**src/rtl/mux_scan_ctrl_if.sv**
```systemverilog
// mux_scan_ctrl_if -- request/result bundle between a scan requester and the
// 4:1 mux scan controller.
//   start_in  : scan request (requester -> controller)
//   y_in      : output of the downstream 4:1 mux (mux -> controller)
//   sel_out   : mux select driven by the controller
//   data_out  : assembled word, bit i = y_in sampled while sel_out==i
//   ones_out  : popcount of data_out
//   valid_out : one-cycle pulse when data_out/ones_out are refreshed
//   busy_out  : scan in progress
interface mux_scan_ctrl_if;
  logic       start_in;
  logic       y_in;
  logic [1:0] sel_out;
  logic [3:0] data_out;
  logic [2:0] ones_out;
  logic       valid_out;
  logic       busy_out;

  modport master (
    output start_in, y_in,
    input  sel_out, data_out, ones_out, valid_out, busy_out
  );

  modport slave (
    input  start_in, y_in,
    output sel_out, data_out, ones_out, valid_out, busy_out
  );
endinterface

```
**src/rtl/mux_scan_ctrl.sv**
```systemverilog
// mux_scan_ctrl -- steps a 4:1 mux select through 0..3, lets each select
// settle for SETTLE_CYCLES cycles, samples the mux output into a shadow word,
// then publishes the word and its popcount with a one-cycle valid pulse.
//   clk   : clock, all state on rising edge
//   rst_n : asynchronous active-low reset
//   bus   : slave side of mux_scan_ctrl_if (start/y in, select/result out)
module mux_scan_ctrl #(
  parameter int SETTLE_CYCLES = 1
) (
  input  logic             clk,
  input  logic             rst_n,
  mux_scan_ctrl_if.slave   bus
);

  typedef enum logic [1:0] {IDLE, SETTLE, SAMPLE, DONE} state_t;

  localparam logic [3:0] CNT_LAST = 4'(SETTLE_CYCLES - 1);

  state_t     state, state_d;
  logic [3:0] cnt, cnt_d;
  logic [1:0] sel, sel_d;
  logic [3:0] shadow, shadow_d;
  logic       load;
  logic [3:0] data_q;
  logic [2:0] ones_q;
  logic       valid_q, busy_q;

  function automatic logic [2:0] popcnt(input logic [3:0] w);
    logic [2:0] n;
    n = '0;
    for (int i = 0; i < 4; i++) n = n + 3'(w[i]);
    return n;
  endfunction

  always_comb begin
    state_d  = state;
    cnt_d    = cnt;
    sel_d    = sel;
    shadow_d = shadow;
    load     = 1'b0;
    case (state)
      IDLE: begin
        sel_d = 2'd0;
        if (bus.start_in) begin
          state_d  = SETTLE;
          cnt_d    = '0;
          shadow_d = '0;
        end
      end
      SETTLE: begin
        cnt_d = cnt + 4'd1;
        if (cnt == CNT_LAST) state_d = SAMPLE;
      end
      SAMPLE: begin
        shadow_d[sel] = bus.y_in;
        if (sel != 2'd3) begin
          sel_d   = sel + 2'd1;
          cnt_d   = '0;
          state_d = SETTLE;
        end else begin
          // publish the word including the bit captured this cycle
          state_d = DONE;
          load    = 1'b1;
        end
      end
      DONE: begin
        // select goes back to 0 explicitly, never by wrapping 3 -> 0
        sel_d = 2'd0;
        if (bus.start_in) begin
          state_d  = SETTLE;
          cnt_d    = '0;
          shadow_d = '0;
        end else begin
          state_d = IDLE;
        end
      end
      default: state_d = IDLE;
    endcase
  end

  always_ff @(posedge clk or negedge rst_n) begin
    if (!rst_n) begin
      state   <= IDLE;
      cnt     <= '0;
      sel     <= '0;
      shadow  <= '0;
      data_q  <= '0;
      ones_q  <= '0;
      valid_q <= 1'b0;
      busy_q  <= 1'b0;
    end else begin
      state   <= state_d;
      cnt     <= cnt_d;
      sel     <= sel_d;
      shadow  <= shadow_d;
      valid_q <= (state_d == DONE);
      busy_q  <= (state_d == SETTLE) || (state_d == SAMPLE);
      if (load) begin
        data_q <= shadow_d;
        ones_q <= popcnt(shadow_d);
      end
    end
  end

  assign bus.sel_out   = sel;
  assign bus.data_out  = data_q;
  assign bus.ones_out  = ones_q;
  assign bus.valid_out = valid_q;
  assign bus.busy_out  = busy_q;

endmodule

```
**src/flat_wrapper.sv**
```systemverilog
// flat-port wrapper written by rule: the top's interface ports become plain ports
module mux_scan_ctrl_flat 
#(
  parameter int SETTLE_CYCLES = 1
)
  (clk, rst_n, bus_start_in, bus_y_in, bus_sel_out, bus_data_out, bus_ones_out, bus_valid_out, bus_busy_out);
  mux_scan_ctrl_if bus_i ();
  input  logic clk;
  input  logic rst_n;
  input wire logic [$bits(bus_i.start_in)-1:0] bus_start_in;
  input wire logic [$bits(bus_i.y_in)-1:0] bus_y_in;
  output wire logic [$bits(bus_i.sel_out)-1:0] bus_sel_out;
  output wire logic [$bits(bus_i.data_out)-1:0] bus_data_out;
  output wire logic [$bits(bus_i.ones_out)-1:0] bus_ones_out;
  output wire logic [$bits(bus_i.valid_out)-1:0] bus_valid_out;
  output wire logic [$bits(bus_i.busy_out)-1:0] bus_busy_out;
  assign bus_i.start_in = bus_start_in;
  assign bus_i.y_in = bus_y_in;
  assign bus_sel_out = bus_i.sel_out;
  assign bus_data_out = bus_i.data_out;
  assign bus_ones_out = bus_i.ones_out;
  assign bus_valid_out = bus_i.valid_out;
  assign bus_busy_out = bus_i.busy_out;
  mux_scan_ctrl #(.SETTLE_CYCLES(SETTLE_CYCLES)) u_core (.clk(clk), .rst_n(rst_n), .bus(bus_i));
endmodule
```
**config.mk**
```make
export PLATFORM = sky130hd
export DESIGN_NAME = mux_scan_ctrl_flat
export DESIGN_NICKNAME = d
export VERILOG_FILES = /design/src/rtl/mux_scan_ctrl_if.sv /design/src/rtl/mux_scan_ctrl.sv /design/src/flat_wrapper.sv
export SDC_FILE = /design/constraint.sdc
export NUM_CORES = 1
export LEC_CHECK = 0
export CORE_UTILIZATION = 48
export DETAILED_ROUTE_END_ITERATION = 12
export PLACE_DENSITY = 0.86
export REMOVE_ABC_BUFFERS = 1
export SYNTH_ARGS = -nofsm -noshare
export SYNTH_HDL_FRONTEND = slang
export SYNTH_SLANG_ARGS = --single-unit
```
**constraint.sdc**
```tcl
create_clock -name clk -period 2.45 [get_ports clk]
set_clock_uncertainty 0.05 [all_clocks]
set_input_delay 0.6125 -clock clk [delete_from_list [all_inputs] [get_ports clk]]
set_output_delay 0.6125 -clock clk [all_outputs]
set_load 0.01 [all_outputs]
```
# --- Word-level counts from Yosys, hierarchy flattened ---
# Index checks and enable logic that the tools add are counted.
word_totals:
  output_inout_bits: 11
  word_cells: 49
  ff_bits: 21
op_classes:
  magnitude_cmp: 2
  addsub: 5
  n_eq_ne: 9
  mux: 17
  reduce_logical: 8
op_table:
  columns: ["operator", "n"]
  rows:
  - ["4-bit two-way mux", 3]
  - ["4-bit one-hot mux with 3 select lines", 1]
  - ["2-bit == test, second input constant", 4]
  - ["2-bit two-way mux", 4]
  - ["2-bit one-hot mux with 4 select lines", 1]
  - ["4-bit one-hot mux with 2 select lines", 1]
  - ["3-bit by 1-bit adder with 3-bit output", 2]
  - ["4-bit by 1-bit adder with 4-bit output, second input constant", 1]
  - ["4-bit bitwise mux", 1]
  - ["2-bit by 1-bit == test with 1-bit output, second input constant", 2]
  - ["4-bit zero test", 1]
  - ["1-bit two-way mux", 4]
  - ["2-bit by 1-bit != test with 1-bit output, second input constant", 2]
  - ["2-bit one-hot mux with 2 select lines", 1]
  - ["2-bit AND reduction", 2]
  - ["2-bit by 3-bit less-than comparator with 1-bit output, second input constant", 1]
  - ["1-bit by 1-bit adder with 2-bit output", 1]
  - ["2-bit by 1-bit adder with 2-bit output, second input constant", 1]
  - ["1-bit demux with 2-bit select", 1]
  - ["2-bit by 1-bit greater-or-equal comparator with 1-bit output, second input constant", 1]
  - ["2-bit zero test", 1]
  - ["2-bit != test, second input constant", 1]
  - ["2-bit nonzero test", 1]
  - ["2-bit OR reduction", 1]
  - ["2 further kinds", 2]

# --- Longest topological paths before layout ---
# Gate-level depths: netlist of run 1.
logic_depth:
  depth_word: 9
  depth_mapped: 10
  mapped_depth_nobuf: 10

# --- Worst setup path after synthesis of run 1 ---
# OpenSTA, ideal clock, no wires.
synth_path:
  kind: "reg-to-reg"
  start: "register u_core.state[0]"
  end: "register u_core.ones_q[1] (netlist: u_core.bus.ones_out[1])"
  arrival_time_ns: 2.311
  path_slack_ns: -0.027
  path_stages_with_launch: 10
  required_ns: 2.284
  path_buffers: 0
  cell_sequence: "dfrtp_1 inv_1 ha_1 o21bai_1 a22o_1 ha_1 fa_1 ha_1 nand2_1 nand2_1"
synth_between:
  elab_chain_len: 6
  word_cells_on_any_way: 9
  classes_between: "add/sub (3); eq/ne (2); mux (2); reduce/logical (2)"
synth_lines:
  columns: ["item", "line", "text"]
  rows:
  - ["start: declaration", "mux_scan_ctrl.sv:19", "state_t state, state_d;"]
  - ["start signal: assignment", "mux_scan_ctrl.sv:92", "state <= state_d;"]
  - ["2-bit == test or 2-bit zero test (tied branches)", "mux_scan_ctrl.sv:41", "case (state)"]
  - ["2-bit OR reduction (no source line)", null, null]
  - ["4-bit one-hot mux with 2 select lines (*)", "mux_scan_ctrl.sv:41", null]
  - ["via u_core.shadow_d[0]", "mux_scan_ctrl.sv:22", "logic [3:0] shadow, shadow_d;"]
  - ["1-bit by 1-bit adder with 2-bit output (*)", "mux_scan_ctrl.sv:31", "for (int i = 0; i < 4; i++) n = n + 3'(w[i]);"]
  - ["3-bit by 1-bit adder with 3-bit output (*) (2 in a row)", "mux_scan_ctrl.sv:31", null]
  - ["end signal: assignment", "mux_scan_ctrl.sv:100", "ones_q <= popcnt(shadow_d);"]
  - ["end: declaration", "mux_scan_ctrl.sv:25", "logic [2:0] ones_q;"]
# Mark *: on every way through the listed nets, which the timed path passes. The rest lies on a longest branch.
# A chain may end at the register's enable or synchronous reset.

# --- Final worst setup path of run 1 ---
layout_path:
  start: "register u_core.sel[0] (netlist: u_core.bus.sel_out[0])"
  end: "register u_core.ones_q[1] (netlist: u_core.bus.ones_out[1])"
layout_between:
  elab_chain_len: 9
  word_cells_on_any_way: 13
  classes_between: "add/sub (3); order compare (2); eq/ne (1); mux (6); reduce/logical (1)"
layout_lines:
  columns: ["item", "line", "text"]
  rows:
  - ["start: declaration", "mux_scan_ctrl.sv:21", "logic [1:0] sel, sel_d;"]
  - ["start signal: assignment", "mux_scan_ctrl.sv:94", "sel <= sel_d;"]
  - ["2-bit by 3-bit less-than comparator with 1-bit output (implied by the code) or 2-bit by 1-bit greater-or-equal comparator with 1-bit output (tied branches)", "mux_scan_ctrl.sv:55", "shadow_d[sel] = bus.y_in;"]
  - ["1-bit logical AND (implied by the code)", "mux_scan_ctrl.sv:55", null]
  - ["1-bit two-way mux (implied by the code)", "mux_scan_ctrl.sv:55", null]
  - ["1-bit demux with 2-bit select (*)", null, null]
  - ["4-bit bitwise mux (*)", "mux_scan_ctrl.sv:55", null]
  - ["4-bit one-hot mux with 2 select lines (*)", "mux_scan_ctrl.sv:41", null]
  - ["via u_core.shadow_d[0]", "mux_scan_ctrl.sv:22", null]
  - ["1-bit by 1-bit adder with 2-bit output (*)", "mux_scan_ctrl.sv:31", null]
  - ["3-bit by 1-bit adder with 3-bit output (*) (2 in a row)", "mux_scan_ctrl.sv:31", null]
# Marked as above.

==> impl_metrics.ini, run 1 <==
[floorplan]
die_width_um = 51.3
die_y_um = 51.3
ios = 15
coreArea_sq_um = 2250
initial_core_util_pct = 51.7
die_area_sq_um = 2630
rows = 17

[pwr]
p_int_uw = 1010
p_switching_uw = 660
power_density_nw_per_um2 = 1040
seqPwrFrac_pct = 30.5
combPwrFrac_pct = 59.2
ir_drop_mv = 0.669
netSwitchingFraction_pct = 39.6
p_leak_uw = 0.000733
p_clk_share_pct = 10.4

[sta]
fmax_mhz = 428
layout_min_cycle_time_ns = 2.34
slew_violations = 0
setup_viol = 0
worst_slack_ns = 0.113
worstMarginPinSlew_ns = 0.518
hold_viol = 0
period_share_pct = 95.4
tns_ns = 0
slew_headroom_pct = 65.4

[setup_path]
path_buf_inv = 1
cp_max_fo = 3
critPathMaxStageDelay_ns = 0.45
worst-setup-path-type = flip-flop to flip-flop
slowest_stage = dfrtp_1
r2r_slack_ns = 0.11
ff2ff_path_depth = 9
endpoint_kind = flip-flop
required_ns = 2.61
start_kind = flip-flop
crit_top_cell = ha_4
path_delay_family = adder cells
r2r_start = u_core.bus.sel_out[0]
r2r_end = u_core.bus.ones_out[1]
crit_path_cell_trace = inv_2 -> ha_4 -> mux2_2 -> a22o_1 -> ha_4 -> fa_2 -> ha_4 -> nand2_1 -> nand2_1
arrival_ns = 2.50

[status]
outcome = finished clean

[synth]
postSynth.asyncResetShare_pct = 100
synth_area_per_cell_sq_um = 10.0
synth_seq_cells = 21
yosysWarnings = 0
synth_cell_types = 29
synth-edff-count = 0
syn-cell-area_sq_um = 1160
syn_inst = 116
synth_flop_cell = dfrtp_1
yosysSeqAreaShare_pct = 45.1

[clocking]
holdBufCountCts = 0
cts_made_buffers = 3
cts_root_buffer = clkbuf_4
clkTransAtPathRegs_ns = 0.12
cts.sinks = 21
cts_tree = done
ctsHtreeMaxLevel = 1
max-clock-path-buffers = 2
clock_latency_ns = 0.31

[min_path]
holdCritStartpoint = u_core.bus.ones_out[0]
worst_hold_path_type = flip-flop to flip-flop
min_to = u_core.bus.ones_out[0]
hold_path_depth = 2

[global_routing]
grt_pass1_vias = 1008
overflow = 0
antenna_found_initial = 0
grt_pass1_wl_mm = 4.54
grtUsageTotal_pct = 23.6
grt_max_degree = 12

[flow_run]
maxCapViolCount = 0

[finish]
fin_area_sq_um = 1600
nNetsFinal = 169
utilization_pct = 71.0
drive_gt1_share_pct = 27.3
finalNonFillerCells = 178
diodes = 0
syn_to_final_growth_pct = 37.4

[place]
port-buffer-count = 14
dp_worst_setup_slack_ns = -0.436
placedCellCount = 169
dpl.hpwl_mm = 1.94
place_congestion = 0.939
post_dp_cell_area_sq_um = 1430

[routing]
drtAntennaViolNets = 0
vias = 970
routed_wirelength_mm = 2.80
drtPass1Iterations = 4
via_per_inst = 5.45
drt_iter0_drc = 30
wl_per_cell_um = 15.7
drc = 0
[power groups by stage]
stage	sequential [uW]	combinational [uW]	clock, uW
after global placement	497	761	0
after CTS	504	883	177
after floorplan	530	409	0
final	507	986	173
after global routing	518	1080	193
after detailed placement	499	800	0
[how the worst max path moves through the flow]
stage                                     start  cells after the start                endpoint  slack, ns
after floorplan                 u_core.state[0]                      9  u_core.bus.ones_out[1]      -0.03
after detailed placement               bus_y_in                      9  u_core.bus.ones_out[1]      -0.44
after CTS                 u_core.bus.sel_out[0]                      9  u_core.bus.ones_out[1]       0.03
after global routing      u_core.bus.sel_out[0]                      9  u_core.bus.ones_out[1]     -0.005
after global placement                 bus_y_in                      9  u_core.bus.ones_out[1]      -0.40
final                     u_core.bus.sel_out[0]                      9  u_core.bus.ones_out[1]       0.11
[placed cells by master (no fill, tap or decap), drive strengths merged, types with 2 or more instances in the layout]
cell,Yosys,final
o21ai,9,9
buf,3,19
a21oi,9,9
a22o,4,4
dfrtp,21,21
nor2b,2,2
clkdlybuf4s50,0,13
ha,13,13
mux2,4,4
nand2,18,18
nor2,5,5
o22ai,2,2
nor3b,3,3
clkbuf,0,4
inv,9,9
and2,2,2
[kinds of logic after synthesis]
| group | share of synthesized area, % |
|---|---|
| mux | 5.05 |
| buf+inv | 4.19 |
| simple gates | 12.9 |
| compound gates | 17.1 |
| flops | 45.1 |
| fa+ha+maj | 15.7 |
[worst register-to-register path, stage by stage, from the launching register on]
cell and delay, ns:
dfrtp_1 0.45, inv_2 0.11, ha_4 0.15, mux2_2 0.33
a22o_1 0.22, ha_4 0.23, fa_2 0.35, ha_4 0.24
nand2_1 0.05, nand2_1 0.06
[Yosys cell counts, types with 2 or more instances]
cell / instances / area share [%]
nor2_1: 5 / 1.6
o21ai_0: 9 / 3.9
a22o_1: 4 / 3.0
a21oi_1: 9 / 3.9
o22ai_1: 2 / 1.1
and2_1: 2 / 1.1
dfrtp_1: 21 / 45
nor3b_1: 3 / 1.9
inv_1: 9 / 2.9
ha_1: 13 / 14
buf_2: 3 / 1.3
nand2_1: 17 / 5.5
mux2_2: 3 / 2.9
[state kept, by name (all words and copies together), names as in the netlist]
| register | cells |
|---|---|
| u_core.bus.data_out | 4 |
| u_core.bus.ones_out | 3 |
| u_core.state | 2 |
| u_core.bus.busy_out | 1 |
| u_core.cnt | 4 |
| u_core.shadow | 4 |
| u_core.bus.valid_out | 1 |
| u_core.bus.sel_out | 2 |
[final cells by class]
class / instances / area, sq um
Fill cell: 177 / 654
Multi-Input combinational cell: 83 / 698
Tap cell: 28 / 35.0
Clock buffer: 4 / 26.3
Timing Repair Buffer: 33 / 282
Inverter: 9 / 33.8
Sequential cell: 21 / 526
[timing repair]
item,4_1_cts,5_1_grt
setup endpoints to repair,2,2
gates resized for setup,14,5
buffers inserted,2,3
pin swaps,5,3
[routing by layer]
layer	up-vias	share of wire, %	track usage [%]
met5	-	0	0
met4	0	0.86	9.46
met3	2	3.2	2.38
met2	19	52	41.2
met1	484	44	29.8
li1	465	-	-
[metrics by stage]
step | hold WS [ns] | total power [uW]
6_report | 0.437 | 1670
5_1_grt | 0.467 | 1800
4_1_cts | 0.441 | 1560
3_5_place_dp | 0.412 | 1300
3_3_place_gp | 0.410 | 1260
2_1_floorplan | 0.267 | 939
(Power assumes the default switching activity.)
==> inputs of run 2 (changes only) <==
- CORE_UTILIZATION: 48 -> 55
- DONT_BUFFER_PORTS: default -> 1
- PLACE_DENSITY: 0.86 -> 0.85
- SKIP_LAST_GASP: default -> 1
==> run 2 against run 1 <==
Register-to-register slack worse by 0.09 ns. Largest cell class unchanged. Setup slack worse by 0.093 ns. Global-route usage is 1.3 points higher. Cell count is 12% lower. Design area is 14% lower. Hold slack better by 0.024 ns. Clock power hardly changed. Flip-flop and latch count stayed put. Core utilization is 1.5 points lower. First-iteration DRC count is 33% lower. Power is 9.9% lower. Highest routed layer unchanged.
==> impl_metrics.ini, run 2 (synthesized netlist as in run 1, its figures left out) <==
[status]
outcome = finished clean

[sta]
fmax_mhz = 412
layout_min_cycle_time_ns = 2.43
worstMarginPinSlew_ns = 0.930
slew_headroom_pct = 37.8
setup_viol = 0
tns_ns = 0
hold_viol = 0
period_share_pct = 99.2
slew_violations = 0

[pwr]
combPwrFrac_pct = 52.5
p_int_uw = 884
power_uw = 1500
seqPwrFrac_pct = 36.2
p_switching_uw = 616
power_density_nw_per_um2 = 1090
netSwitchingFraction_pct = 41.1
p_clk_share_pct = 11.3
ir_drop_mv = 0.763
p_leak_uw = 0.000641

[finish]
multi_input_area_sq_um = 657
n_fill_cell = 134
final-seq-area_sq_um = 527
fin_area_sq_um = 1380
syn_to_final_growth_pct = 18.3
diodes = 0
utilization_pct = 69.5
layout_commonest_cell = dfrtp_1
drive_gt1_share_pct = 24.6
nNetsFinal = 149
final_cell_mix = dfrtp_1 (20), nand2_1 (17), buf_4 (12)

[place]
place_congestion = 0.813
dpl.hpwl_mm = 1.75
post_dp_cell_area_sq_um = 1270
port-buffer-count = 0

[floorplan]
coreArea_sq_um = 1980
die_area_sq_um = 2310
die_y_um = 48.0
die_width_um = 48.0
ios = 15
initial_core_util_pct = 58.8
rows = 16

[clocking]
max-clock-path-buffers = 2
clkTransAtPathRegs_ns = 0.11
ctsHtreeMaxLevel = 1
cts_tree = done
cts.sinks = 21
clock_latency_ns = 0.31
cts_made_buffers = 3
cts_root_buffer = clkbuf_4

[setup_path]
cp_max_fo = 3
arrival_ns = 2.59
worst-setup-path-type = flip-flop to flip-flop
slowest_stage = dfrtp_1
path_delay_family = adder cells
path_buf_inv = 1
start_kind = flip-flop
crit_path_cell_trace = inv_2 -> ha_4 -> mux2_4 -> a22o_1 -> ha_4 -> fa_1 -> ha_1 -> nand2_1 -> nand2_1
required_ns = 2.61
endpoint_kind = flip-flop
critPathMaxStageDelay_ns = 0.42

[min_path]
worst_hold_path_type = flip-flop to flip-flop

[routing]
drc = 0
drtAntennaViolNets = 0
drtPass1Iterations = 4
vias = 895
drt_iter0_drc = 20
routed_wirelength_mm = 2.53
via_per_inst = 5.70
wl_per_cell_um = 16.1

[global_routing]
grt_pass1_wl_mm = 3.86
overflow = 0
grt_pass1_vias = 892
antenna_found_initial = 0
grtUsageTotal_pct = 24.9
grt_max_degree = 22

[flow_run]
maxCapViolCount = 0
-- run 2: cell types whose count changed in the layout (fill, tap and decap cells not counted), sizes merged --
cell           before  now
buf                19   12
dlygate4sd3         0    1
dlygate4sd2         1    0
clkdlybuf4s50      13    0
-- run 2: area by class of cell --
class                           instances  share of cell area (%)
Timing Repair Buffer                   13                    7.27
Clock buffer                            4                    1.91
Tap cell                               27                    2.45
Sequential cell                        21                    38.2
Multi-Input combinational cell         83                    47.7
Inverter                                9                    2.45
-- run 2: final timing paths --
kind                                  startpoint                endpoint  slack, ns  cells after the start
max                        u_core.bus.sel_out[1]  u_core.bus.ones_out[1]       0.02                      9
min                                u_core.cnt[3]           u_core.cnt[3]       0.46                      1
max reg2reg                u_core.bus.sel_out[1]  u_core.bus.ones_out[1]       0.02                      9
min reg2reg                        u_core.cnt[3]           u_core.cnt[3]       0.46                      1
max in group asynchronous                  rst_n         u_core.state[0]       0.90                      1
min in group asynchronous                  rst_n        u_core.shadow[2]       0.83                      1
-- run 2: metal layers --
layer  wire length [um]  vias up  global-route usage, %
met5                  0        -                      0
met4                 21        0                   8.89
met3                 79        2                   4.53
met2               1270       23                   43.8
met1               1160      443                   30.4
li1                   -      427                      -
-- run 2: metrics by stage --
step	hold WS [ns]	instances	setup slack [ns]
global route	0.487	157	-0.0398
detailed placement	0.267	151	-0.0512
CTS	0.467	156	0.00825
global placement	0.268	151	0.00559
finish	0.461	157	0.0202
floorplan	0.267	113	-0.0302
-- run 2: power by group through the flow --
stage | combinational, uW | clock (uW) | sequential, uW
finish | 787 | 170 | 543
global route | 871 | 189 | 555
CTS | 707 | 171 | 532
detailed placement | 661 | 0 | 531
global placement | 617 | 0 | 525
floorplan | 409 | 0 | 530
-- run 2: repair_timing --
item | in CTS | in global routing
setup endpoints to repair | 1 | 2
hold endpoints to repair | 21 | 0
pin swaps | 1 | 2
hold buffers | 1 | 0
gates resized for setup | 9 | 5
buffers inserted | 0 | 1
